===== config.mk =====
export PLATFORM = sky130hd
export DESIGN_NAME = soc_ctrl_reg_mst
export DESIGN_NICKNAME = d
export VERILOG_FILES = /design/src/rtl/soc_ctrl_reg_mst.sv
export SDC_FILE = /design/constraint.sdc
export NUM_CORES = 1
export LEC_CHECK = 0
export ABC_CLOCK_PERIOD_IN_PS = 1400
export CORE_ASPECT_RATIO = 1.5
export CORE_MARGIN = 4
export CORE_UTILIZATION = 33
export CTS_CLUSTER_SIZE = 10
export DETAILED_ROUTE_END_ITERATION = 16
export PLACE_DENSITY = 0.76
export SLEW_MARGIN = 20
export SYNTH_ARGS = -nofsm -noshare
export SYNTH_HDL_FRONTEND = slang
export SYNTH_SLANG_ARGS = --single-unit

===== constraint.sdc =====
create_clock -name clk_i -period 1.4 [get_ports clk_i]
set_input_delay 0.42 -clock clk_i [delete_from_list [all_inputs] [get_ports clk_i]]
set_output_delay 0.42 -clock clk_i [all_outputs]
set_load 0.05 [all_outputs]

===== src/rtl/soc_ctrl_reg_mst.sv =====
// Command-driven register bus master: single write, single read and masked poll-until-match.
// Poll support is compiled in only when SOC_CTRL_REG_MST_POLL_EN is defined; otherwise op 10 is rejected like op 11.
`ifndef DHS_ADDRW
`define DHS_ADDRW 32
`endif
`ifndef DHS_DATAW
`define DHS_DATAW 32
`endif

module soc_ctrl_reg_mst #(
    parameter int ADDR_WIDTH = `DHS_ADDRW,
    parameter int DATA_WIDTH = `DHS_DATAW,
    parameter int POLL_MAX   = 1024,
    parameter int POLL_GAP   = 4
) (
    input  logic                    clk_i,
    input  logic                    rst_i,
    input  logic                    cmd_valid_i,
    output logic                    cmd_ready_o,
    input  logic [1:0]              cmd_op_i,
    input  logic [ADDR_WIDTH-1:0]   cmd_addr_i,
    input  logic [DATA_WIDTH-1:0]   cmd_data_i,
    input  logic [DATA_WIDTH-1:0]   cmd_mask_i,
    output logic                    rsp_valid_o,
    input  logic                    rsp_ready_i,
    output logic [DATA_WIDTH-1:0]   rsp_data_o,
    output logic                    rsp_err_o,
    output logic                    rsp_timeout_o,
    output logic                    mem_we_o,
    output logic [ADDR_WIDTH-1:0]   mem_waddr_o,
    output logic [DATA_WIDTH-1:0]   mem_wdata_o,
    output logic [DATA_WIDTH/8-1:0] mem_wstrb_o,
    input  logic [1:0]              mem_wresp_i,
    output logic                    mem_re_o,
    output logic [ADDR_WIDTH-1:0]   mem_raddr_o,
    input  logic [DATA_WIDTH-1:0]   mem_rdata_i,
    input  logic [1:0]              mem_rresp_i
);
    localparam int STRB_W = DATA_WIDTH / 8;
    localparam logic [1:0] OP_WR   = 2'b00;
    localparam logic [1:0] OP_RD   = 2'b01;
    localparam logic [1:0] RESP_OK = 2'b00;
`ifdef SOC_CTRL_REG_MST_POLL_EN
    localparam logic [1:0] OP_POLL = 2'b10;
    localparam int CNT_W = $clog2(POLL_MAX + 1);
    localparam int GAP_W = (POLL_GAP > 1) ? $clog2(POLL_GAP) : 1;
    typedef enum logic [2:0] {IDLE, WR, RD, POLL_RD, POLL_WAIT, RESP} state_t;
`else
    typedef enum logic [2:0] {IDLE, WR, RD, RESP} state_t;
`endif

    state_t                  state_q, state_d;
    logic [ADDR_WIDTH-1:0]   addr_q;
    logic [DATA_WIDTH-1:0]   data_q;
    logic [DATA_WIDTH-1:0]   rsp_data_q, rsp_data_d;
    logic                    rsp_err_q, rsp_err_d;
    logic                    rsp_timeout_q, rsp_timeout_d;
    logic                    cmd_accept;
`ifdef SOC_CTRL_REG_MST_POLL_EN
    logic [DATA_WIDTH-1:0]   mask_q;
    logic [CNT_W-1:0]        poll_cnt_q, poll_cnt_d;
    logic [GAP_W-1:0]        gap_cnt_q, gap_cnt_d;
`else
    logic                    unused_mask;
    assign unused_mask = ^cmd_mask_i;
`endif

    assign cmd_accept    = cmd_valid_i && (state_q == IDLE);
    assign rsp_valid_o   = (state_q == RESP);
    assign rsp_data_o    = rsp_data_q;
    assign rsp_err_o     = rsp_err_q;
    assign rsp_timeout_o = rsp_timeout_q;

    always_ff @(posedge clk_i) begin
        if (rst_i) begin
            addr_q <= '0;
            data_q <= '0;
`ifdef SOC_CTRL_REG_MST_POLL_EN
            mask_q <= '0;
`endif
        end else if (cmd_accept) begin
            addr_q <= cmd_addr_i;
            data_q <= cmd_data_i;
`ifdef SOC_CTRL_REG_MST_POLL_EN
            mask_q <= cmd_mask_i;
`endif
        end
    end

    always_ff @(posedge clk_i) begin
        if (rst_i) begin
            state_q       <= IDLE;
            rsp_data_q    <= '0;
            rsp_err_q     <= 1'b0;
            rsp_timeout_q <= 1'b0;
`ifdef SOC_CTRL_REG_MST_POLL_EN
            poll_cnt_q    <= '0;
            gap_cnt_q     <= '0;
`endif
        end else begin
            state_q       <= state_d;
            rsp_data_q    <= rsp_data_d;
            rsp_err_q     <= rsp_err_d;
            rsp_timeout_q <= rsp_timeout_d;
`ifdef SOC_CTRL_REG_MST_POLL_EN
            poll_cnt_q    <= poll_cnt_d;
            gap_cnt_q     <= gap_cnt_d;
`endif
        end
    end

    // Bus strobes are decoded from the state so address/data lines are zero outside their strobe cycle.
    always_comb begin
        state_d       = state_q;
        rsp_data_d    = rsp_data_q;
        rsp_err_d     = rsp_err_q;
        rsp_timeout_d = rsp_timeout_q;
`ifdef SOC_CTRL_REG_MST_POLL_EN
        poll_cnt_d    = poll_cnt_q;
        gap_cnt_d     = gap_cnt_q;
`endif
        cmd_ready_o   = 1'b0;
        mem_we_o      = 1'b0;
        mem_waddr_o   = '0;
        mem_wdata_o   = '0;
        mem_wstrb_o   = '0;
        mem_re_o      = 1'b0;
        mem_raddr_o   = '0;
        case (state_q)
            IDLE: begin
                cmd_ready_o = 1'b1;
                if (cmd_valid_i) begin
                    rsp_data_d    = '0;
                    rsp_err_d     = 1'b0;
                    rsp_timeout_d = 1'b0;
                    case (cmd_op_i)
                        OP_WR: state_d = WR;
                        OP_RD: state_d = RD;
`ifdef SOC_CTRL_REG_MST_POLL_EN
                        OP_POLL: begin
                            state_d    = POLL_RD;
                            poll_cnt_d = CNT_W'(1);
                        end
`endif
                        default: begin
                            state_d   = RESP;
                            rsp_err_d = 1'b1;
                        end
                    endcase
                end
            end
            WR: begin
                mem_we_o    = 1'b1;
                mem_waddr_o = addr_q;
                mem_wdata_o = data_q;
                mem_wstrb_o = {STRB_W{1'b1}};
                rsp_err_d   = (mem_wresp_i != RESP_OK);
                state_d     = RESP;
            end
            RD: begin
                mem_re_o    = 1'b1;
                mem_raddr_o = addr_q;
                rsp_err_d   = (mem_rresp_i != RESP_OK);
                rsp_data_d  = (mem_rresp_i == RESP_OK) ? mem_rdata_i : '0;
                state_d     = RESP;
            end
`ifdef SOC_CTRL_REG_MST_POLL_EN
            POLL_RD: begin
                mem_re_o    = 1'b1;
                mem_raddr_o = addr_q;
                if (mem_rresp_i != RESP_OK) begin
                    rsp_err_d = 1'b1;
                    state_d   = RESP;
                end else if ((mem_rdata_i & mask_q) == (data_q & mask_q)) begin
                    rsp_data_d = mem_rdata_i;
                    state_d    = RESP;
                end else if (poll_cnt_q == CNT_W'(POLL_MAX)) begin
                    rsp_data_d    = mem_rdata_i;
                    rsp_err_d     = 1'b1;
                    rsp_timeout_d = 1'b1;
                    state_d       = RESP;
                end else begin
                    poll_cnt_d = poll_cnt_q + CNT_W'(1);
                    gap_cnt_d  = GAP_W'(POLL_GAP - 1);
                    state_d    = POLL_WAIT;
                end
            end
            POLL_WAIT: begin
                if (gap_cnt_q == '0) state_d = POLL_RD;
                else                 gap_cnt_d = gap_cnt_q - GAP_W'(1);
            end
`endif
            RESP: begin
                if (rsp_ready_i) state_d = IDLE;
            end
            default: state_d = IDLE;
        endcase
    end

endmodule


==> parameters.txt, run 1 <==
Parameter                              Value

Run status
  Run status    complete, but fails checks
  Violated checks    setup timing

Timing
  Worst path setup slack after routing    -0.5278 ns
  Final Hold Vio Count    0
  Final setup viols    between 200 and 250
  Fin crit period    around 1.9 ns
  Worst Skew    0.009065 ns
  Number of max-slew violations in the final report    0
  RSZ-0062 raised after global routing    yes
  Maximum clock rate    approximately 0.52 GHz
  Worst hold slack    between 0.4 and 0.5 ns
  Fin crit share    137.7%

Global route
  First-pass GRT wire length    about 30000 µm
  Residual overflow from global routing    0
  Number of global-route vias before repair    roughly 5700
  Largest net degree at the start of global routing    44
  GRT Total Usage    between 20% and 30%
  Number of antenna violations at the first check in global routing    0

Route
  Initial drt markers    190
  Detailed-route wire length on metal 1    between 6000 and 7000 µm
  Wire length on met3    1279 µm
  WL per Instance    between 20 and 25 µm
  Routed met2 length    11970 µm
  Number of routed nets with antenna violations    0
  Via count of the routed design    5280
  Detailed-route wire length    ~21000 µm
  Via density per instance    5.212
  Uppermost metal layer occupied by signal nets    met4
  DRC viols    0
  First-pass detailed-route iteration total    4

Clock network
  CTS clock-pin slew for the worst setup and hold paths    roughly 0.07 ns
  Clock sink count    99
  Num CTS Buffers    9
  TritonCTS clock tree    yes
  Clk Tree Root Cell    clkbuf_16
  Longest Clk Path Bufs    2
  H-tree depth    3
  Skew-Pair Late Insertion Delay    0.34 ns

Power and ir drop
  Seq pwr share    roughly 22%
  Design Power    ~16 mW
  Internal power    just under 10 mW
  Power density of the placed cells    around 1500 nW/µm²
  Psw    just over 6 mW
  Switching part of the total    between 30% and 40%
  Clock network power share    between 10% and 20%
  Worst IR Drop VDD    between 1 and 1.5 mV
  Logic pwr share    a little over 60%
  Standby leakage power    roughly 4.1 nW

Floorplanning
  Floorplan Core Area    between 10000 and 15000 µm²
  Die X    102.5 µm
  Effective utilization at floorplan    about a third
  Num ports    around 280
  Overall die height    approximately 150 µm
  # rows    slightly above 50
  Die Outline Area    15340 µm²

Setup path
  Worst endpoint required time    0.98 ns
  Category of the most critical setup path    reg2out
  Worst-case reg-to-reg path depth    11
  CP arrival    1.51 ns
  Critical Path End Type    output pin
  CP Launch Type    flip-flop
  Launch point of the worst path    state_q[1]
  Max FO, Critical Path    5
  Reg-to-reg startpoint    state_q[1]

Yosys
  Top flip-flop cell by instance count after synthesis    dfxtp_1
  Netlist area before placement    ~4400 µm²
  Post-Syn Instances    around 560
  Number of enable flip-flop cells after synthesis    0
  Synthesized netlist net count    just over 700
  Part of the Yosys area used for sequential elements    roughly 45%
  Synth async-reset ratio    0%
  Unique cell type count in the Yosys netlist    28
  Yosys reg bits    approximately 100
  Synth Warn #    0
  Average size of a mapped cell    7.831 µm²

Final layout
  Finished Layout Cells    1013
  Share of cells above drive strength 1    about three fifths
  Post-layout nets    between 900 and 1000
  Signed area change from the synthesized netlist to the final layout    141.9%
  Antenna Diode Count    0

Placed design
  Placement-stage worst setup slack    -0.4769 ns
  Half-perimeter wire length after placement    ~13000 µm
  Quantity of I/O buffers inserted on ports    ~240
  Number of instances in the placed design    957
  Final weighted congestion of routability-driven global placement    a little under 0.8

Run
  Total of max-cap violations    0

Worst hold path
  Hold path cells    3
  Worst min-delay path startpoint    rst_i
  Class of the tightest hold or removal check    in2reg
[registers in the layout, summed over array words and instances, names as in the netlist]
register and cells:
data_q 32, rsp_data_o 32, addr_q 32, rsp_err_o 1, state_q 2
[routing by layer]
layer	vias to the layer above	global-route usage (%)
met5	-	0
met4	0	12.87
met3	78	6.203
met2	234	48.54
met1	2578	26.01
li1	2390	-
[synth_stat cells (3+ instances only)]
cell | number | share of area (%)
nand2_1 | 161 | 14
dfxtp_1 | 99 | 45
and2_1 | 95 | 13
a21oi_1 | 88 | 10
clkbuf_1 | 24 | 2.0
nand3_1 | 22 | 2.5
buf_2 | 12 | 1.4
a21oi_2 | 10 | 2.0
nand3_2 | 10 | 2.3
ha_1 | 7 | 2.0
o21ai_0 | 6 | 0.68
buf_4 | 5 | 0.85
buf_1 | 3 | 0.25
buf_6 | 3 | 0.76
nor2b_1 | 3 | 0.42
[metrics by stage]
stage / util [%] / setup TNS (ns) / cell area, µm²
after global placement: 68.76 / -53.69 / 8995
final: 81.66 / -75.60 / 10680
after detailed placement: 68.76 / -60.16 / 8995
after floorplan: - / -14.87 / 4966
after CTS: 78.56 / -74.80 / 10280
after global routing: 81.66 / -84.61 / 10680
[worst max-delay path: stages, from the launching register on]
cell and delay, ns:
dfxtp_4 0.37, inv_4 0.04, ha_4 0.17, buf_12 0.14, clkbuf_16 0.15, and2_4 0.14, buf_12 0.14
[power by group through the flow]
stage / Clock (mW) / Combinational, mW / Sequential (mW)
finish: 2.68 / 9.73 / 3.51
global placement: 0 / 6.62 / 3.50
CTS: 2.70 / 9.07 / 3.49
global route: 2.83 / 10.1 / 3.55
floorplan: 0 / 3.89 / 3.60
detailed placement: 0 / 6.79 / 3.54
[layout by cell type (no fill, tap or decap), types with 29 or more instances in the layout]
| cell | netlist | final |
|---|---|---|
| a21oi_1 | 88 | 30 |
| a21oi_2 | 10 | 68 |
| and2_4 | 0 | 97 |
| buf_12 | 0 | 151 |
| clkdlybuf4s50_1 | 0 | 104 |
| dfxtp_1 | 99 | 97 |
| nand2_1 | 161 | 107 |
| nand2_2 | 0 | 41 |
| nand3_2 | 10 | 29 |
[what timing repair did]
action	in CTS	in global routing
gates cloned	18	3
pin swaps	21	9
setup buffers	17	5
hold buffers	0	0
setup endpoints to repair	203	203
gates resized for setup	94	96
[cells by family after synthesis]
kind of cell | share of synthesized area, %
AND/OR/NAND/NOR | 33.77
AO/OA/AOI/OAI | 13.06
flip-flops | 44.87
buffers and inverters | 5.751
adder cells (fa/ha/maj) | 1.983
multiplexers | 0.4816
other | 0.08490
[layout make-up]
cell class | count | area, µm²
Fill cell | 684 | 2399
Tap cell | 159 | 198.9
Sequential cell | 99 | 1989
Inverter | 2 | 12.51
Multi-Input combinational cell | 415 | 3074
Timing Repair Buffer | 322 | 5089
Clock buffer | 10 | 229.0
Clock inverter | 6 | 90.09
[path summary, 6_finish.rpt]
kind	to	slack, ns
worst max-delay path	mem_waddr_o[7]	-0.53
worst min-delay path	rsp_err_o	0.46
worst max register to register	rsp_data_o[24]	-0.48
worst min register to register	data_q[26]	0.46
(Power assumes the default switching activity.)
==> run 2, diff against run 1 <==
Settings changed: CTS_CLUSTER_SIZE 10 to unset.
==> results of run 2 <==
The final DEF is identical to that of run 1; final timing and power are the same.
